===== src/rtl/rv32i_ctrl_fsm_if.sv =====
// Memory-port bundle between the RV32I control FSM and the memory subsystem.
// The FSM issues requests (mem_req/mem_we/addr_sel); memory answers with mem_ready.
interface rv32i_ctrl_fsm_if;
    logic mem_req;
    logic mem_we;
    logic addr_sel;
    logic mem_ready;

    modport master (
        output mem_req,
        output mem_we,
        output addr_sel,
        input  mem_ready
    );

    modport slave (
        input  mem_req,
        input  mem_we,
        input  addr_sel,
        output mem_ready
    );
endinterface


===== src/rtl/rv32i_ctrl_fsm.sv =====
// Multi-cycle control FSM for the RV32I core.
// Sequences FETCH -> DECODE -> EXECUTE -> [MEM] -> WB around a shared ALU and a
// single memory port, decodes datapath strobes from state + opcode, counts
// retired instructions and halts on SYSTEM, an illegal opcode or a bus timeout.
// Strobes are decoded combinationally from the state register so that they line
// up with the cycle the datapath acts in; ir_load also depends on mem_ready.
module rv32i_ctrl_fsm #(
    parameter int unsigned TIMEOUT_CYCLES = 255,
    parameter int unsigned INSTRET_W      = 32
) (
    input  logic                 clk,
    input  logic                 rst,
    input  logic                 run,
    input  logic [6:0]           opcode,
    input  logic                 take_branch,
    rv32i_ctrl_fsm_if.master     mem,
    output logic                 ir_load,
    output logic                 alu_a_sel,
    output logic                 alu_b_sel,
    output logic                 rf_we,
    output logic [1:0]           wb_sel,
    output logic                 pc_we,
    output logic [1:0]           pc_sel,
    output logic [2:0]           state,
    output logic                 halted,
    output logic                 err_illegal,
    output logic                 err_bus,
    output logic [INSTRET_W-1:0] instret
);

    typedef enum logic [2:0] {
        S_IDLE    = 3'd0,
        S_FETCH   = 3'd1,
        S_DECODE  = 3'd2,
        S_EXECUTE = 3'd3,
        S_MEM     = 3'd4,
        S_WB      = 3'd5,
        S_HALT    = 3'd6
    } state_t;

    localparam logic [6:0] OPC_OP     = 7'b0110011;
    localparam logic [6:0] OPC_OPIMM  = 7'b0010011;
    localparam logic [6:0] OPC_LOAD   = 7'b0000011;
    localparam logic [6:0] OPC_STORE  = 7'b0100011;
    localparam logic [6:0] OPC_BRANCH = 7'b1100011;
    localparam logic [6:0] OPC_JAL    = 7'b1101111;
    localparam logic [6:0] OPC_JALR   = 7'b1100111;
    localparam logic [6:0] OPC_LUI    = 7'b0110111;
    localparam logic [6:0] OPC_AUIPC  = 7'b0010111;
    localparam logic [6:0] OPC_FENCE  = 7'b0001111;
    localparam logic [6:0] OPC_SYSTEM = 7'b1110011;

    // Counter holds at most TIMEOUT_CYCLES-1; the limit is detected one step early.
    localparam int unsigned     TMO_W    = $clog2(TIMEOUT_CYCLES + 1);
    localparam logic [TMO_W-1:0] TMO_LAST = TMO_W'(TIMEOUT_CYCLES - 1);

    state_t                 state_r;
    state_t                 state_next_s;
    logic [TMO_W-1:0]       tmo_cnt_r;
    logic [TMO_W-1:0]       tmo_cnt_next_s;
    logic                   tmo_hit_s;
    logic                   set_ill_s;
    logic                   set_bus_s;
    logic                   inc_instret_s;
    logic                   err_illegal_r;
    logic                   err_bus_r;
    logic [INSTRET_W-1:0]   instret_r;

    logic is_op_s, is_opimm_s, is_load_s, is_store_s, is_branch_s, is_jal_s;
    logic is_jalr_s, is_lui_s, is_auipc_s, is_fence_s, is_system_s, is_legal_s;

    assign is_op_s     = (opcode == OPC_OP);
    assign is_opimm_s  = (opcode == OPC_OPIMM);
    assign is_load_s   = (opcode == OPC_LOAD);
    assign is_store_s  = (opcode == OPC_STORE);
    assign is_branch_s = (opcode == OPC_BRANCH);
    assign is_jal_s    = (opcode == OPC_JAL);
    assign is_jalr_s   = (opcode == OPC_JALR);
    assign is_lui_s    = (opcode == OPC_LUI);
    assign is_auipc_s  = (opcode == OPC_AUIPC);
    assign is_fence_s  = (opcode == OPC_FENCE);
    assign is_system_s = (opcode == OPC_SYSTEM);
    assign is_legal_s  = is_op_s | is_opimm_s | is_load_s | is_store_s | is_branch_s |
                         is_jal_s | is_jalr_s | is_lui_s | is_auipc_s | is_fence_s |
                         is_system_s;

    // A wait cycle that would push the counter to the limit is a timeout, unless memory answers.
    assign tmo_hit_s = (tmo_cnt_r == TMO_LAST) && !mem.mem_ready;

    // Next-state and strobe decode from the current state, opcode and memory handshake.
    always_comb begin
        state_next_s  = state_r;
        mem.mem_req   = 1'b0;
        mem.mem_we    = 1'b0;
        mem.addr_sel  = 1'b0;
        ir_load       = 1'b0;
        alu_a_sel     = 1'b0;
        alu_b_sel     = 1'b0;
        rf_we         = 1'b0;
        wb_sel        = 2'd0;
        pc_we         = 1'b0;
        pc_sel        = 2'd0;
        set_ill_s     = 1'b0;
        set_bus_s     = 1'b0;
        inc_instret_s = 1'b0;
        case (state_r)
            S_IDLE: begin
                if (run) begin
                    state_next_s = S_FETCH;
                end else begin
                    state_next_s = S_IDLE;
                end
            end
            S_FETCH: begin
                mem.mem_req = 1'b1;
                if (mem.mem_ready) begin
                    ir_load      = 1'b1;
                    state_next_s = S_DECODE;
                end else if (tmo_hit_s) begin
                    set_bus_s    = 1'b1;
                    state_next_s = S_HALT;
                end else begin
                    state_next_s = S_FETCH;
                end
            end
            S_DECODE: begin
                if (is_legal_s) begin
                    state_next_s = S_EXECUTE;
                end else begin
                    set_ill_s    = 1'b1;
                    state_next_s = S_HALT;
                end
            end
            S_EXECUTE: begin
                alu_a_sel = is_auipc_s | is_jal_s;
                alu_b_sel = is_op_s | is_branch_s;
                if (is_load_s || is_store_s) begin
                    state_next_s = S_MEM;
                end else if (is_system_s) begin
                    state_next_s = S_HALT;
                end else begin
                    state_next_s = S_WB;
                end
            end
            S_MEM: begin
                alu_a_sel    = is_auipc_s | is_jal_s;
                alu_b_sel    = is_op_s | is_branch_s;
                mem.mem_req  = 1'b1;
                mem.addr_sel = 1'b1;
                mem.mem_we   = is_store_s;
                if (mem.mem_ready) begin
                    state_next_s = S_WB;
                end else if (tmo_hit_s) begin
                    set_bus_s    = 1'b1;
                    state_next_s = S_HALT;
                end else begin
                    state_next_s = S_MEM;
                end
            end
            S_WB: begin
                alu_a_sel     = is_auipc_s | is_jal_s;
                alu_b_sel     = is_op_s | is_branch_s;
                pc_we         = 1'b1;
                inc_instret_s = 1'b1;
                rf_we         = is_op_s | is_opimm_s | is_load_s | is_lui_s |
                                is_auipc_s | is_jal_s | is_jalr_s;
                if (is_jalr_s) begin
                    pc_sel = 2'd2;
                end else if (is_jal_s || (is_branch_s && take_branch)) begin
                    pc_sel = 2'd1;
                end else begin
                    pc_sel = 2'd0;
                end
                if (is_load_s) begin
                    wb_sel = 2'd1;
                end else if (is_jal_s || is_jalr_s) begin
                    wb_sel = 2'd2;
                end else begin
                    wb_sel = 2'd0;
                end
                state_next_s = S_FETCH;
            end
            S_HALT: begin
                state_next_s = S_HALT;
            end
            default: begin
                state_next_s = S_HALT;
            end
        endcase
    end

    // Wait-cycle count: grows only while staying in FETCH/MEM without mem_ready.
    always_comb begin
        if (((state_r == S_FETCH) || (state_r == S_MEM)) && !mem.mem_ready &&
            (state_next_s == state_r)) begin
            tmo_cnt_next_s = tmo_cnt_r + TMO_W'(1);
        end else begin
            tmo_cnt_next_s = {TMO_W{1'b0}};
        end
    end

    // State register.
    always_ff @(posedge clk) begin
        if (rst) begin
            state_r <= S_IDLE;
        end else begin
            state_r <= state_next_s;
        end
    end

    // Bus timeout counter.
    always_ff @(posedge clk) begin
        if (rst) begin
            tmo_cnt_r <= {TMO_W{1'b0}};
        end else begin
            tmo_cnt_r <= tmo_cnt_next_s;
        end
    end

    // Sticky error flags; only reset clears them.
    always_ff @(posedge clk) begin
        if (rst) begin
            err_illegal_r <= 1'b0;
            err_bus_r     <= 1'b0;
        end else begin
            err_illegal_r <= err_illegal_r | set_ill_s;
            err_bus_r     <= err_bus_r | set_bus_s;
        end
    end

    // Retired-instruction counter, wraps naturally at 2^INSTRET_W.
    always_ff @(posedge clk) begin
        if (rst) begin
            instret_r <= {INSTRET_W{1'b0}};
        end else if (inc_instret_s) begin
            instret_r <= instret_r + INSTRET_W'(1);
        end else begin
            instret_r <= instret_r;
        end
    end

    assign state       = state_r;
    assign halted      = (state_r == S_HALT);
    assign err_illegal = err_illegal_r;
    assign err_bus     = err_bus_r;
    assign instret     = instret_r;

endmodule


===== src/flat_wrapper.sv =====
// flat-port wrapper written by rule: the top's interface ports become plain ports
module rv32i_ctrl_fsm_flat 
#(
    parameter int unsigned TIMEOUT_CYCLES = 255,
    parameter int unsigned INSTRET_W      = 32
)
  (clk, rst, run, opcode, take_branch, ir_load, alu_a_sel, alu_b_sel, rf_we, wb_sel, pc_we, pc_sel, state, halted, err_illegal, err_bus, instret, mem_mem_req, mem_mem_we, mem_addr_sel, mem_mem_ready);
  rv32i_ctrl_fsm_if mem_i ();
  input  logic clk;
  input  logic rst;
  input  logic run;
  input  logic [6:0] opcode;
  input  logic take_branch;
  output logic ir_load;
  output logic alu_a_sel;
  output logic alu_b_sel;
  output logic rf_we;
  output logic [1:0] wb_sel;
  output logic pc_we;
  output logic [1:0] pc_sel;
  output logic [2:0] state;
  output logic halted;
  output logic err_illegal;
  output logic err_bus;
  output logic [INSTRET_W-1:0] instret;
  output wire logic [$bits(mem_i.mem_req)-1:0] mem_mem_req;
  output wire logic [$bits(mem_i.mem_we)-1:0] mem_mem_we;
  output wire logic [$bits(mem_i.addr_sel)-1:0] mem_addr_sel;
  input wire logic [$bits(mem_i.mem_ready)-1:0] mem_mem_ready;
  assign mem_mem_req = mem_i.mem_req;
  assign mem_mem_we = mem_i.mem_we;
  assign mem_addr_sel = mem_i.addr_sel;
  assign mem_i.mem_ready = mem_mem_ready;
  rv32i_ctrl_fsm #(.TIMEOUT_CYCLES(TIMEOUT_CYCLES), .INSTRET_W(INSTRET_W)) u_core (.clk(clk), .rst(rst), .run(run), .opcode(opcode), .take_branch(take_branch), .mem(mem_i), .ir_load(ir_load), .alu_a_sel(alu_a_sel), .alu_b_sel(alu_b_sel), .rf_we(rf_we), .wb_sel(wb_sel), .pc_we(pc_we), .pc_sel(pc_sel), .state(state), .halted(halted), .err_illegal(err_illegal), .err_bus(err_bus), .instret(instret));
endmodule

===== config.mk =====
export PLATFORM = sky130hd
export DESIGN_NAME = rv32i_ctrl_fsm_flat
export DESIGN_NICKNAME = d
export VERILOG_FILES = /design/src/rtl/rv32i_ctrl_fsm_if.sv /design/src/rtl/rv32i_ctrl_fsm.sv /design/src/flat_wrapper.sv
export SDC_FILE = /design/constraint.sdc
export NUM_CORES = 1
export LEC_CHECK = 0
export BUFFER_PORTS_ARGS = -buffer_cell sky130_fd_sc_hd__buf_2
export CORE_ASPECT_RATIO = 0.5
export CORE_MARGIN = 1.5
export CORE_UTILIZATION = 40
export CTS_BUF_LIST = sky130_fd_sc_hd__clkbuf_2
export DETAILED_ROUTE_END_ITERATION = 10
export GPL_TIMING_DRIVEN = 0
export PLACE_DENSITY = 0.66
export RECOVER_POWER = 100
export SLEW_MARGIN = 5
export SYNTH_ARGS = -nofsm -noshare
export SYNTH_HDL_FRONTEND = slang
export SYNTH_SLANG_ARGS = --single-unit

===== constraint.sdc =====
create_clock -name clk -period 1.6 [get_ports clk]
set_input_delay 0.32 -clock clk [delete_from_list [all_inputs] [get_ports clk]]
set_output_delay 0.32 -clock clk [all_outputs]
set_load 0.01 [all_outputs]

==> results.md, run 1 <==
- Status: finished, violations left
- Failing checks: setup timing
- Multi-input logic area: approximately 1700 µm²
- VDD IR max: 0.477 mV
- Fraction of registers with async set/reset: 0%
- Placed cells: between 400 and 500
- First-pass GRT wire length: 10700 µm
- Element type at the critical path end: output pin
- Ratio of cells with drive above 1 in the final layout: 49.6%
- Library cells used by synthesis: 45
- Synth Cell Area: 2350 µm²
- Num ports: 62
- Clk buf depth: 2
- Top_reg_cell synth: dfxtp_1
- Setup crit start kind: flip-flop
- Core area: 5560 µm²
- Die width: ~110 µm
- Pins over their slew limit: 0
- Full die area: 6370 µm²
- Pre-CTS WS: -0.320 ns
- CTS Buf Count: 5
- Register bit count reported by yosys: 45
- RD Place Congestion: 0.773
- Worst path required time: 1.28 ns
- DR iter-0 viols: 97
- EDFF count, synth: 0
- Max Clock Freq: 526 MHz
- Vias: 2357
- All-Layer GR Usage: just over 20%
- Synthesized area per cell: 8.24 µm²
- RSZ-0062 raised after global routing: yes
- Starting Density: 42.2%
- Grt total ovfl: 0
- Largest net degree at the start of global routing: 15
- Initial antenna violation count: 0
- Max-cap violations: 0
- Leak Pwr: approximately 1.7 nW
- Worst-margin pin slew: 0.503 ns
- Area leader, netlist: dfxtp_1
- Yosys top cell area share: a little under two fifths
- Register Area: 966 µm²
- Setup ws final: -0.302 ns
- Reg clk slew, reported paths: 0.22 ns
- Fill cell count: 474
- Hold Violations, Final: 0
- ANT nets after route: 0
- Root buffer selected by CTS: clkbuf_2
- Final Cycle Share: 119%
- PD cells: 679 nW/µm²
- Slew margin rel.: between 60% and 70%
- Antenna diode count: 0
- # rows: 19
- CP Class: reg -> out
- Average wire per cell in the routed design: 13.5 µm
- Ys Warns: 0
- Clk sinks: 45
- Drt total wl: between 6000 and 7000 µm
- Count leader, synth: nor2_1
- Commonest cells post-synth: 57 x nor2_1, 45 x dfxtp_1, 23 x xnor2_1
- # setup viols final: 31
- CTS tree: done
- Worst Path Max Fanout: 5
- Routed vias/inst: roughly 5.0
- DR pass1 iterations: 4
- PortBufs: 59
- Top cells by area, synth: dfxtp_1 38%, nor2_1 9.1%, xnor2_1 8.6%
- Vias in the first global route: 2190
- Layout area overhead: 56.2%
- Crit path arrival time: 1.58 ns
- DP HPWL: 4080 µm
- R2r setup slk: -0.21 ns
- Clk Latency, worst-skew pair: a little over 0.4 ns
- Syn Inst Count: ~290
- H-tree levels: 2
- Mapped Nets: 300
- # DRC: 0
- Post-synthesis sequential area ratio: a little under two fifths
- Final Skew: 0.0265 ns
- Fin cells: 470
- Final Critical Period: 1.90 ns
- Layout Nets: 411
- Die height: about 57 µm
- Worst min path class: in -> reg
[metrics by stage]
| step | util, % | total power, mW | cell area [µm²] | TNS (ns) | hold slack [ns] |
|---|---|---|---|---|---|
| floorplan | - | 1.50 | 2520 | -1.04 | 0.430 |
| global placement | 52.2 | 1.63 | 2910 | -6.29 | 0.440 |
| detailed placement | 52.2 | 1.64 | 2910 | -7.17 | 0.449 |
| CTS | 62.6 | 2.44 | 3480 | -5.54 | 0.236 |
| global route | 66.0 | 2.62 | 3670 | -7.36 | 0.236 |
| finish | 66.0 | 2.49 | 3670 | -4.22 | 0.259 |
[timing repair]
item,in CTS,in global routing
gates cloned,1,0
hold buffers,0,0
setup buffers,51,13
gates resized for setup,52,33
pin swaps,23,28
setup endpoints to repair,39,40
[placed cells by master, fill, tap and decap left out, drive strengths merged, types with 5 or more instances in the layout]
| master | count |
|---|---|
| buf | 112 |
| nor2 | 57 |
| dfxtp | 45 |
| xnor2 | 23 |
| nand2 | 21 |
| xor2 | 15 |
| inv | 14 |
| nand3 | 14 |
| nor4 | 13 |
| clkbuf | 12 |
| a21oi | 10 |
| nand4 | 9 |
| nor3 | 7 |
| o21ai | 5 |
[where the power goes]
part | internal, mW | switching (mW)
sequential | 1.15 | 0.0471
clock | 0.104 | 0.367
combinational | 0.430 | 0.396
total | 1.68 | 0.810
[area by class of cell]
type	count	area share, %
Timing Repair Buffer	108	20.8
Buffer	11	2.79
Tap cell	73	2.49
Multi-Input combinational cell	211	45.0
Clock buffer	5	0.682
Inverter	14	1.50
Sequential cell	45	26.3
Clock inverter	3	0.477
[cells by family after synthesis]
group | Yosys count | synth area share [%]
AO/OA/AOI/OAI | 26 | 6.98
XOR/XNOR | 38 | 14.2
adder cells (fa/ha/maj) | 3 | 1.60
buffers and inverters | 29 | 5.16
flip-flops | 45 | 38.3
multiplexers | 1 | 0.426
AND/OR/NAND/NOR | 143 | 33.3
[sequential cells by signal (all words and copies together), names as in the netlist]
register,count
u_core.err_bus,1
u_core.err_illegal,1
u_core.instret,32
u_core.state,3
u_core.tmo_cnt_r,8
[per-layer routing]
metal | GRT usage [%] | wire [µm]
met4 | 4.34 | 37
met2 | 35.9 | 3140
met1 | 26.8 | 2920
met5 | 0 | 0
met3 | 4.25 | 239
[path summary, 6_finish.rpt]
kind,start,end,depth (start not counted)
max,u_core.state[2]$_SDFF_PP0_,pc_sel[0],6
min,rst,u_core.state[0]$_SDFF_PP0_,3
max reg2reg,u_core.instret[15]$_SDFFE_PP0P_,u_core.instret[26]$_SDFFE_PP0P_,6
min reg2reg,u_core.err_illegal$_SDFF_PP0_,u_core.err_illegal$_SDFF_PP0_,2
[worst max-delay path, stage by stage (launching register included)]
cell,delay (ns)
dfxtp_2,0.39
buf_6,0.10
nand3b_1,0.12
inv_2,0.11
nand3_4,0.14
nor4_4,0.16
buf_2,0.17
Note: power is estimated with default switching activity, not from simulation.
==> run 2: changes to the inputs <==
--- a/config.mk
+++ b/config.mk
@@ -8,13 +8,15 @@
 export BUFFER_PORTS_ARGS = -buffer_cell sky130_fd_sc_hd__buf_2
 export CORE_ASPECT_RATIO = 0.5
 export CORE_MARGIN = 1.5
-export CORE_UTILIZATION = 40
+export CORE_UTILIZATION = 45
 export CTS_BUF_LIST = sky130_fd_sc_hd__clkbuf_2
 export DETAILED_ROUTE_END_ITERATION = 10
+export GPL_ROUTABILITY_DRIVEN = 0
 export GPL_TIMING_DRIVEN = 0
-export PLACE_DENSITY = 0.66
+export PLACE_DENSITY = 0.73
 export RECOVER_POWER = 100
 export SLEW_MARGIN = 5
 export SYNTH_ARGS = -nofsm -noshare
 export SYNTH_HDL_FRONTEND = slang
 export SYNTH_SLANG_ARGS = --single-unit
+export TNS_END_PERCENT = 50
==> results.md, run 2 (synthesis gave the netlist of run 1 again) <==
- Status: finished, violations left
- Failing checks: setup timing
- Crit-path leading delay family: simple AND/OR/NAND/NOR gates
- Worst min path class: in -> reg
- Setup ws final: -0.396 ns
- Final Power: 2.41 mW
- Most common cell after layout, fill and taps aside: nor2_1
- Final Critical Period: 2.00 ns
- FF-to-FF End: u_core.instret[11]$_SDFFE_PP0P_
- Layout area overhead: 50.9%
- First-pass GRT wire length: 10100 µm
- Clk Latency, worst-skew pair: about 0.43 ns
- Die width: 105 µm
- Num ports: 62
- Worst Path Max Fanout: 6
- Die height: 54.1 µm
- CP Class: reg -> reg
- Final Cycle Share: 125%
- Grt total ovfl: 0
- PD cells: 681 nW/µm²
- R2r setup slk: -0.40 ns
- Crit. path cell count: 9
- Hold Violations, Final: 0
- CP peak stage delay: 0.40 ns
- Final Skew: 0.0346 ns
- Layout Nets: roughly 420
- Pre-CTS WS: -0.313 ns
- Max-cap violations: 0
- Crit. Startpoint: u_core.state[2]$_SDFF_PP0_
- Setup crit start kind: flip-flop
- Core area: 4980 µm²
- PortBufs: 59
- Finished Core Util: 71.2%
- VDD IR max: 0.362 mV
- Root buffer selected by CTS: clkbuf_2
- Vias: 2454
- CP bufs+invs: 4
- Crit path arrival time: between 2 and 2.5 ns
- # setup viols final: 40
- Max FFs per register: 32
- Vias in the first global route: 2179
- Register Area: 911 µm²
- # DRC: 0
- Fill cell count: 388
- Worst R2R Path Depth: 9
- Starting Density: a little under half
- Worst-margin pin slew: approximately 0.53 ns
- Initial antenna violation count: 0
- Fin Setup TNS: -6.82 ns
- Most frequent cells in the layout: 53 x nor2_1, 48 x buf_2, 44 x buf_4
- Reg clk slew, reported paths: 0.25 ns
- Average wire per cell in the routed design: 14.9 µm
- CTS Buf Count: 5
- ANT nets after route: 0
- Element type at the critical path end: flip-flop
- DR iter-0 viols: 96
- CP max stage cell: dfxtp_2
- Reg-to-Reg Start: u_core.state[2]$_SDFF_PP0_
- Clk buf depth: 2
- Pins over their slew limit: 0
- CTS tree: done
- Routed vias/inst: 5.18
- Full die area: 5690 µm²
- Multi-input logic area: around 1600 µm²
- Ratio of cells with drive above 1 in the final layout: 40.6%
- Leak Pwr: ~1.6 nW
- Critical path endpoint: u_core.instret[11]$_SDFFE_PP0P_
- Worst path required time: approximately 2.0 ns
- RSZ-0062 raised after global routing: yes
- Slew margin rel.: 64.7%
- # rows: 18
- Clk sinks: between 40 and 50
- Drt total wl: 7070 µm
- All-Layer GR Usage: 22.1%
- Largest net degree at the start of global routing: 15
- Antenna diode count: 0
- Crit-path cells: buf_6, nand3b_1, buf_4, buf_6, nor4_4, buf_4, nand3_1, xor2_1, nor2_1
- DP HPWL: 3960 µm
- DR pass1 iterations: 4
- H-tree levels: 2
- Max Clock Freq: about 500 MHz
[run 2: repair_timing]
| item | in CTS | in global routing |
|---|---|---|
| gates cloned | 2 | 0 |
| endpoints found under the hold margin | 0 | 0 |
| buffers inserted | 34 | 19 |
| pin swaps | 19 | 17 |
| endpoints found under the setup margin | 40 | 41 |
| hold buffers | 0 | 0 |
| resized for setup | 48 | 29 |
[run 2: worst register-to-register path: cells and delay by family (launching register included)]
kind / cells / cell delay [ns]
flip-flops: 1 / 0.40
AND/OR/NAND/NOR: 4 / 0.67
XOR/XNOR: 1 / 0.26
buffers and inverters: 4 / 0.60
[run 2: worst min path at each step]
stage / cells past startpoint / slack, ns / endpoint / startpoint
floorplan: 1 / 0.43 / u_core.tmo_cnt_r[0]$_SDFF_PP0_ / u_core.tmo_cnt_r[0]$_SDFF_PP0_
global placement: 2 / 0.44 / u_core.err_illegal$_SDFF_PP0_ / u_core.err_illegal$_SDFF_PP0_
detailed placement: 2 / 0.44 / u_core.err_illegal$_SDFF_PP0_ / u_core.err_illegal$_SDFF_PP0_
CTS: 3 / 0.25 / u_core.state[0]$_SDFF_PP0_ / rst
global route: 3 / 0.24 / u_core.state[0]$_SDFF_PP0_ / rst
finish: 3 / 0.25 / u_core.state[0]$_SDFF_PP0_ / rst
[run 2: cell type report]
cell class	count	share of cell area, %
clock inverter	3	0.459
sequential	45	25.7
timing repair buffer	114	21.3
tap	70	2.47
multi-input combinational	211	45.1
buffer	12	2.65
clock buffer	5	0.706
inverter	14	1.62
[run 2: routing by layer]
| metal | GRT usage [%] | wire length, µm | vias to the layer above | part of all wire (%) |
|---|---|---|---|---|
| li1 | - | - | 1203 | - |
| met1 | 28.9 | 3150 | 1167 | 45 |
| met2 | 38.0 | 3490 | 71 | 49 |
| met3 | 4.12 | 306 | 13 | 4.3 |
| met4 | 6.85 | 126 | 0 | 1.8 |
| met5 | 0 | 0 | - | 0 |
[run 2: through the flow]
step / area (µm²) / hold slack [ns] / instances
floorplan: 2490 / 0.430 / 285
global placement: 2870 / 0.437 / 414
detailed placement: 2870 / 0.444 / 414
CTS: 3360 / 0.245 / 457
global route: 3540 / 0.243 / 474
finish: 3540 / 0.255 / 474
[run 2: report_power, final]
part | switching (mW) | internal (mW) | total [mW] | leakage, nW
Combinational | 0.366 | 0.349 | 0.715 | 1.24
Clock | 0.386 | 0.104 | 0.490 | 0.0284
Sequential | 0.0462 | 1.16 | 1.21 | 0.365
Total | 0.798 | 1.62 | 2.41 | 1.63
